**src/rtl/aes_128_in_pack.sv**
```systemverilog
// Input packing stage for aes_128_top: gathers 32-bit plaintext words into
// 128-bit blocks (word 0 in bits [127:96]) and queues them in a small FIFO.
module aes_128_in_pack #(
    parameter int unsigned DEPTH = 4,
    parameter int unsigned CNT_W = 3
) (
    input  logic              clk,
    input  logic              rst,
    input  logic              flush,
    input  logic              s_valid,
    output logic              s_ready,
    input  logic [31:0]       s_data,
    input  logic              s_sof,
    output logic              m_valid,
    input  logic              m_ready,
    output logic [127:0]      m_data,
    output logic [CNT_W-1:0]  level,
    output logic              err_frag
);

    localparam int unsigned PTR_W  = (DEPTH > 1) ? $clog2(DEPTH) : 1;
    localparam int unsigned WORD_W = 32;
    localparam int unsigned BLK_W  = 128;

    logic [1:0]        wcnt;
    logic [WORD_W-1:0] lane0;
    logic [WORD_W-1:0] lane1;
    logic [WORD_W-1:0] lane2;
    logic [BLK_W-1:0]  mem [DEPTH];
    logic [PTR_W-1:0]  wr_ptr;
    logic [PTR_W-1:0]  rd_ptr;
    logic [CNT_W-1:0]  count;

    logic full_c;
    logic word_fire_c;
    logic restart_c;
    logic push_c;
    logic pop_c;

    // Handshake qualification; flush masks both sides of the stage.
    assign full_c      = (count == CNT_W'(DEPTH));
    assign s_ready     = !((wcnt == 2'd3) && full_c);
    assign m_valid     = (count != '0);
    assign m_data      = mem[rd_ptr];
    assign level       = count;
    assign word_fire_c = s_valid && s_ready && !flush;
    assign restart_c   = word_fire_c && s_sof && (wcnt != 2'd0);
    assign push_c      = word_fire_c && !restart_c && (wcnt == 2'd3);
    assign pop_c       = m_valid && m_ready && !flush;

    // Assembly lanes; a misplaced start-of-frame restarts the block at lane 0.
    always_ff @(posedge clk or posedge rst) begin
        if (rst) begin
            wcnt  <= 2'd0;
            lane0 <= '0;
            lane1 <= '0;
            lane2 <= '0;
        end else if (flush) begin
            wcnt <= 2'd0;
        end else if (word_fire_c) begin
            if (restart_c) begin
                lane0 <= s_data;
                wcnt  <= 2'd1;
            end else begin
                case (wcnt)
                    2'd0:    lane0 <= s_data;
                    2'd1:    lane1 <= s_data;
                    2'd2:    lane2 <= s_data;
                    default: ;
                endcase
                wcnt <= wcnt + 2'd1;
            end
        end
    end

    always_ff @(posedge clk or posedge rst) begin
        if (rst) begin
            err_frag <= 1'b0;
        end else begin
            err_frag <= restart_c;
        end
    end

    // FIFO bookkeeping; simultaneous push and pop keep the occupancy.
    always_ff @(posedge clk or posedge rst) begin
        if (rst) begin
            wr_ptr <= '0;
            rd_ptr <= '0;
            count  <= '0;
        end else if (flush) begin
            wr_ptr <= '0;
            rd_ptr <= '0;
            count  <= '0;
        end else begin
            if (push_c) begin
                wr_ptr <= wr_ptr + PTR_W'(1);
            end
            if (pop_c) begin
                rd_ptr <= rd_ptr + PTR_W'(1);
            end
            case ({push_c, pop_c})
                2'b10:   count <= count + CNT_W'(1);
                2'b01:   count <= count - CNT_W'(1);
                default: ;
            endcase
        end
    end

    // The fourth word goes straight into the entry alongside lanes 0..2.
    always_ff @(posedge clk or posedge rst) begin
        if (rst) begin
            for (int i = 0; i < int'(DEPTH); i++) begin
                mem[i] <= '0;
            end
        end else if (push_c) begin
            mem[wr_ptr] <= {lane0, lane1, lane2, s_data};
        end
    end

endmodule

```
**config.mk**
```make
export PLATFORM = sky130hd
export DESIGN_NAME = aes_128_in_pack
export DESIGN_NICKNAME = d
export VERILOG_FILES = /design/src/rtl/aes_128_in_pack.sv
export SDC_FILE = /design/constraint.sdc
export NUM_CORES = 1
export LEC_CHECK = 0
export BUFFER_PORTS_ARGS = -buffer_cell sky130_fd_sc_hd__buf_2
export CORE_ASPECT_RATIO = 1.2
export CORE_MARGIN = 2
export CORE_UTILIZATION = 25
export CTS_CLUSTER_DIAMETER = 120
export DETAILED_ROUTE_END_ITERATION = 8
export SYNTH_ARGS = -nofsm -noshare
export SYNTH_HDL_FRONTEND = slang
export SYNTH_SLANG_ARGS = --single-unit
```
**constraint.sdc**
```tcl
create_clock -name clk -period 33.3 [get_ports clk]
set_input_delay 9.99 -clock clk [delete_from_list [all_inputs] [get_ports clk]]
set_output_delay 9.99 -clock clk [all_outputs]
set_load 0.05 [all_outputs]
```
==> Yosys cells after proc, flatten, opt, wreduce, memory -nomap -nowiden <==
Index checks and enable logic that the tools add are counted.
Widths: inputs -> output; s select.
{ "classes": {"muxes": 17, "addsub": 5, "reduce_logical": 24, "order_cmp": 3, "bitwise_logic": 4, "n_eq_ne": 6} }
{ "ops": {"columns": ["op", "count"], "rows": [
  ["$bwmux 512", 1],
  ["$mux 128", 3],
  ["$bmux 128 s2", 1],
  ["$demux 128 s2", 1],
  ["$mux 32", 2],
  ["$mux 2", 7],
  ["$logic_and 1x1->1", 10],
  ["$reduce_bool 2->1", 5],
  ["$reduce_and 4->1", 2],
  ["$add 2x1->2 const B", 3],
  ["$eq 2x2->1 const B", 3],
  ["$ge 3x3->1 const B", 2],
  ["$not 2->3", 2],
  ["$pmux 3 s2", 1],
  ["$reduce_bool 3->1", 2],
  ["$eq 2x1->1 const B", 2],
  ["$add 3x1->3 const B", 1],
  ["$eq 3x3->1 const B", 1],
  ["$logic_not 1->1", 3],
  ["$lt 3x1->1 const B", 1],
  ["$mux 3", 1],
  ["$reduce_and 3->1", 1],
  ["$sub 3x1->3 const B", 1],
  ["$logic_not 2->1", 1],
  ["$not 1->1", 2]
]} }
{ "word_totals": {"output_inout_bits": 134, "register_bits": 618, "input_bits": 38, "word_cells": 71} }

==> Longest topological paths before layout <==
{ "logic_depth": {"ltp_word": 13, "mapped_depth": 10, "ltp_nobuf": 9} }

==> Worst setup path before layout <==
Ideal clock, no wire load.
{ "synth_timing": {"path_type": "reg2out", "startpoint": "register rd_ptr[0]", "endpoint": "output port m_data[102]", "path_slack_ns": 21.608, "required_ns": 23.310, "stages_incl_launch_ff": 4, "arrival_time_ns": 1.702, "path_buffers": 2, "cell_sequence": "dfrtp_1 > clkbuf_1 > buf_1 > mux4_2"} }
{ "synth_between": {"elab_chain_cells": 4} }
{ "synth_rtl": {"columns": ["element", "line_no", "text"], "rows": [
  ["start, declared", "31", "logic [PTR_W-1:0] rd_ptr;"],
  ["start signal, assigned", "99", "rd_ptr <= rd_ptr + PTR_W'(1);"],
  ["$not 2->3 (not written as such)", "44", "assign m_data = mem[rd_ptr];"],
  ["$bmux 128 s2", "44", null],
  ["$mux 128 (not written as such) (2 in a row)", "44", null],
  ["end, declared", "16", "output logic [127:0] m_data,"]
]} }
No other way between the ends. The select of a mux whose other input is x is not followed.

==> Worst setup path after layout <==
{ "layout_timing": {"startpoint": "register rd_ptr[0]", "endpoint": "output port m_data[100]"} }
Same word-level chain as after synthesis.

==> impl_summary.log <==
[metrics] Switching Share: 0.285
[metrics] synthesis-stage register bit count: 618
[metrics] H-tree Lvls: 3
[metrics] post-layout min period: 13490 ps
[metrics] chip height: 360 µm
[metrics] top post-synthesis cells by area: sky130_fd_sc_hd__dfrtp_1 58%, sky130_fd_sc_hd__mux2_2 24%, sky130_fd_sc_hd__mux4_2 11%
[metrics] number of instances in the synthesized netlist: 1513
[metrics] RR Startpoint: wcnt[0]
[metrics] unrepaired setup endpoints after global routing: false
[metrics] routability-driven placement congestion ratio: 0.688
[metrics] relative max-transition margin: 0.278
[metrics] quantity of hold-fixing buffers added after cts: 0
[metrics] overall die area: 108000 µm²
[metrics] critical path launch point type: flop
[metrics] Slew @ Worst Pin: 1080 ps
[metrics] launch point of the worst path: rd_ptr[0]
[metrics] Overall Global Routing Usage: 0.132
[metrics] worst vdd ir: 39.4 µV
[metrics] Setup Fix Bufs, Post-CTS: 0
[metrics] Std-Cell Core Area: 105000 µm²
[metrics] number of I/O pins: 172
[metrics] capturing point of the worst reg2reg path: mem[184]
[metrics] syn_nets: 1560
[metrics] worst stage delay on the critical path: 910 ps
[metrics] post-route cell area: 31100 µm²
[metrics] worst skew pair latency: 630 ps
[metrics] slowest library cell on the worst path: sky130_fd_sc_hd__buf_4
[metrics] sequential standard cell area: 15500 µm²
[metrics] Post-Syn Area per Cell: 17.5 µm²
[metrics] number of max-capacitance violations reported: 0
[metrics] net total in the final layout: 1727
[metrics] fillcell total: 10300
[metrics] Critical Path Sink Type: output port
[metrics] fraction of power consumed by combinational cells: 0.146
[metrics] routed length per instance: 22.6 µm
[metrics] top flip-flop cell by instance count after synthesis: sky130_fd_sc_hd__dfrtp_1
[metrics] cell area after technology mapping: 26500 µm²
[metrics] Power per Cell Area: 63.6 nW/µm²
[metrics] arrival time at the worst endpoint: 3500 ps
[metrics] utilization after layout: 0.297
[metrics] pin count of the biggest net entering global routing: 99
[metrics] Pre-Repair DR Iteration Count: 6
[metrics] number of antenna violations at the first check in global routing: 11
[metrics] wire length of the first global-routing pass: 106 mm
[metrics] Worst Slack Setup Final: 19810 ps
[metrics] final hold violation count: 0
[metrics] YS warnings: 0
[metrics] via-per-instance ratio: 4.49
[metrics] endpoint of the worst setup timing path: m_data[100]
[metrics] pre-CTS setup slack: 19730 ps
[metrics] remaining antenna violation count: 0
[metrics] Placed Instances: 2992
[metrics] final standard cell count with taps included and fillers excluded: 3126
[metrics] number of global-route vias before repair: 15800
[metrics] worst hold margin: 497 ps
[metrics] Critical Path Stages: 3
[metrics] number of DRC markers in iteration 0: 770
[metrics] clock buffer count from CTS: 72
[metrics] R2R Setup Slk: 29230 ps
[metrics] cells traversed along the worst timing path: buf_4, mux4_2, buf_2
[metrics] cell leakage power: 15.2 nW
[metrics] total power: 1.98 mW
[metrics] clock slew at the register clock pins of the worst setup and hold paths: 60 ps
[metrics] Peak Freq: 0.0742 GHz
[metrics] net switching power of the design: 0.564 mW
[metrics] cell type group with the largest total delay on the critical path: buffers and inverters
[metrics] Clock Tree Root: sky130_fd_sc_hd__clkbuf_16
[metrics] cell area reported after detailed placement: 28600 µm²
[metrics] DRT Wirelength: 70.5 mm
[metrics] library cells used by synthesis: 37
[metrics] WHS Path Cells: 1
[metrics] cell-internal power: 1.41 mW
[metrics] CTS tree: built
[metrics] proportion of layout cells with a drive suffix above 1: 0.611
[metrics] number of buffers on the longest clock path: 3
[metrics] share of synthesized area occupied by flip-flops and latches: 0.584
[metrics] CP Buf/Inv Count: 2
[metrics] result of the run: completed
[metrics] HP Class: flop to flop
[metrics] Final period util: 0.405
[metrics] clock tree skew after final layout: 33.5 ps
[metrics] total of cells resized after clock tree synthesis: 0
[metrics] largest driver fanout on the critical path: 57
[metrics] row cnt: 130
[metrics] cell type contributing the most total cell area after synthesis: sky130_fd_sc_hd__dfrtp_1
[metrics] CP required: 23310 ps
[metrics] Post-route DRC: 0
[metrics] number of flops mapped to enable cells by yosys: 0
[metrics] total negative slack: 0 ps
[metrics] Initial Utilization: 0.253
[metrics] Final setup violation count: 0
[metrics] global-route congestion overflow total: 0
[metrics] number of sinks handled by clock tree synthesis: 618
[metrics] port bufs: 171
[metrics] Async S/R FF share, synth: 1.00
[metrics] footprint of the multi-input gates: 10300 µm²
[metrics] share of total power in the clock network: 0.417
[metrics] worst r2r path cells: 8
[metrics] worst setup path class: flop to output port
[metrics] share of power burned in registers: 0.437
[metrics] number of max-slew violations in the final report: 0
[metrics] placed wire-length estimate after detailed placement: 44.0 mm
[metrics] Area growth syn-to-layout: 17.6%
[metrics] share of Yosys cell area claimed by the top area cell type: 0.584
[metrics] x dimension of the die: 301 µm
[metrics] detailed-route via count: 14000
## area by class of cell
| type | count | area share |
|---|---|---|
| sequential | 618 | 0.497 |
| multi-input combinational | 792 | 0.333 |
| clock buffer | 100 | 0.0669 |
| tap | 1386 | 0.0557 |
| timing repair buffer | 191 | 0.0327 |
| clock inverter | 30 | 0.0136 |
| inverter | 5 | 0.000845 |
| antenna | 4 | 0.000322 |
## power by group through the flow
stage	Sequential, mW	Combinational (mW)	Clock, mW
2_1_floorplan	0.854	0.221	0
3_3_place_gp	0.872	0.293	0
3_5_place_dp	0.879	0.296	0
4_1_cts	0.865	0.297	0.852
5_1_grt	0.875	0.307	0.881
6_report	0.864	0.289	0.825
## placed cells by master (no fill, tap or decap), drive strengths merged, types with 8 or more instances in the layout
| cell | n |
|---|---|
| buf | 191 |
| bufinv | 8 |
| clkbuf | 100 |
| clkinv | 16 |
| dfrtp | 618 |
| ha | 8 |
| inv | 9 |
| mux2 | 609 |
| mux4 | 128 |
| nor2 | 8 |
## synthesized netlist by cell type, types with 2 or more instances
master	number
sky130_fd_sc_hd__a21oi_1	3
sky130_fd_sc_hd__buf_1	10
sky130_fd_sc_hd__buf_12	3
sky130_fd_sc_hd__buf_2	18
sky130_fd_sc_hd__buf_4	53
sky130_fd_sc_hd__buf_6	4
sky130_fd_sc_hd__clkbuf_1	10
sky130_fd_sc_hd__dfrtp_1	618
sky130_fd_sc_hd__ha_1	8
sky130_fd_sc_hd__inv_1	5
sky130_fd_sc_hd__mux2_2	575
sky130_fd_sc_hd__mux2_4	34
sky130_fd_sc_hd__mux2i_1	2
sky130_fd_sc_hd__mux4_2	128
sky130_fd_sc_hd__nand2_1	6
sky130_fd_sc_hd__nor2_1	8
sky130_fd_sc_hd__nor2b_1	3
sky130_fd_sc_hd__nor3_1	3
sky130_fd_sc_hd__xnor2_1	4
## layer usage
layer  vias up  routed length [µm]  GRT usage
li1       5975                   -          -
met1      7665               29800      0.168
met2       289               35100      0.222
met3       107                3640     0.0256
met4         4                1980     0.0484
met5         -                  24          0
## sequential cells by signal (all words and copies together) (netlist names)
| name | flops |
|---|---|
| wcnt | 2 |
| lane1 | 32 |
| mem | 512 |
| wr_ptr | 2 |
| err_frag | 1 |
| lane0 | 32 |
| rd_ptr | 2 |
| level | 3 |
| lane2 | 32 |
## how the worst min path moves through the flow
stage | from | end | slack, ps
floorplan | mem[226] | mem[226] | 470
global placement | mem[328] | mem[328] | 480
detailed placement | mem[288] | mem[288] | 490
CTS | mem[288] | mem[288] | 500
global route | mem[97] | mem[97] | 510
finish | mem[97] | mem[97] | 500
## worst register-to-register path: cells and delay by family (launching register included)
| kind | cells | cell delay, ps |
|---|---|---|
| simple gates | 3 | 1090 |
| flops | 1 | 380 |
| buf+inv | 3 | 1780 |
| mux | 1 | 440 |
| fa+ha+maj | 1 | 230 |
## cell families after synthesis
group           Yosys count  share of synthesized area
flops                   618                      0.584
buf+inv                 103                     0.0260
compound gates            7                    0.00170
simple gates             32                    0.00799
mux                     739                      0.374
xor+xnor                  5                    0.00165
fa+ha+maj                 9                    0.00454
(Power assumes the default switching activity.)
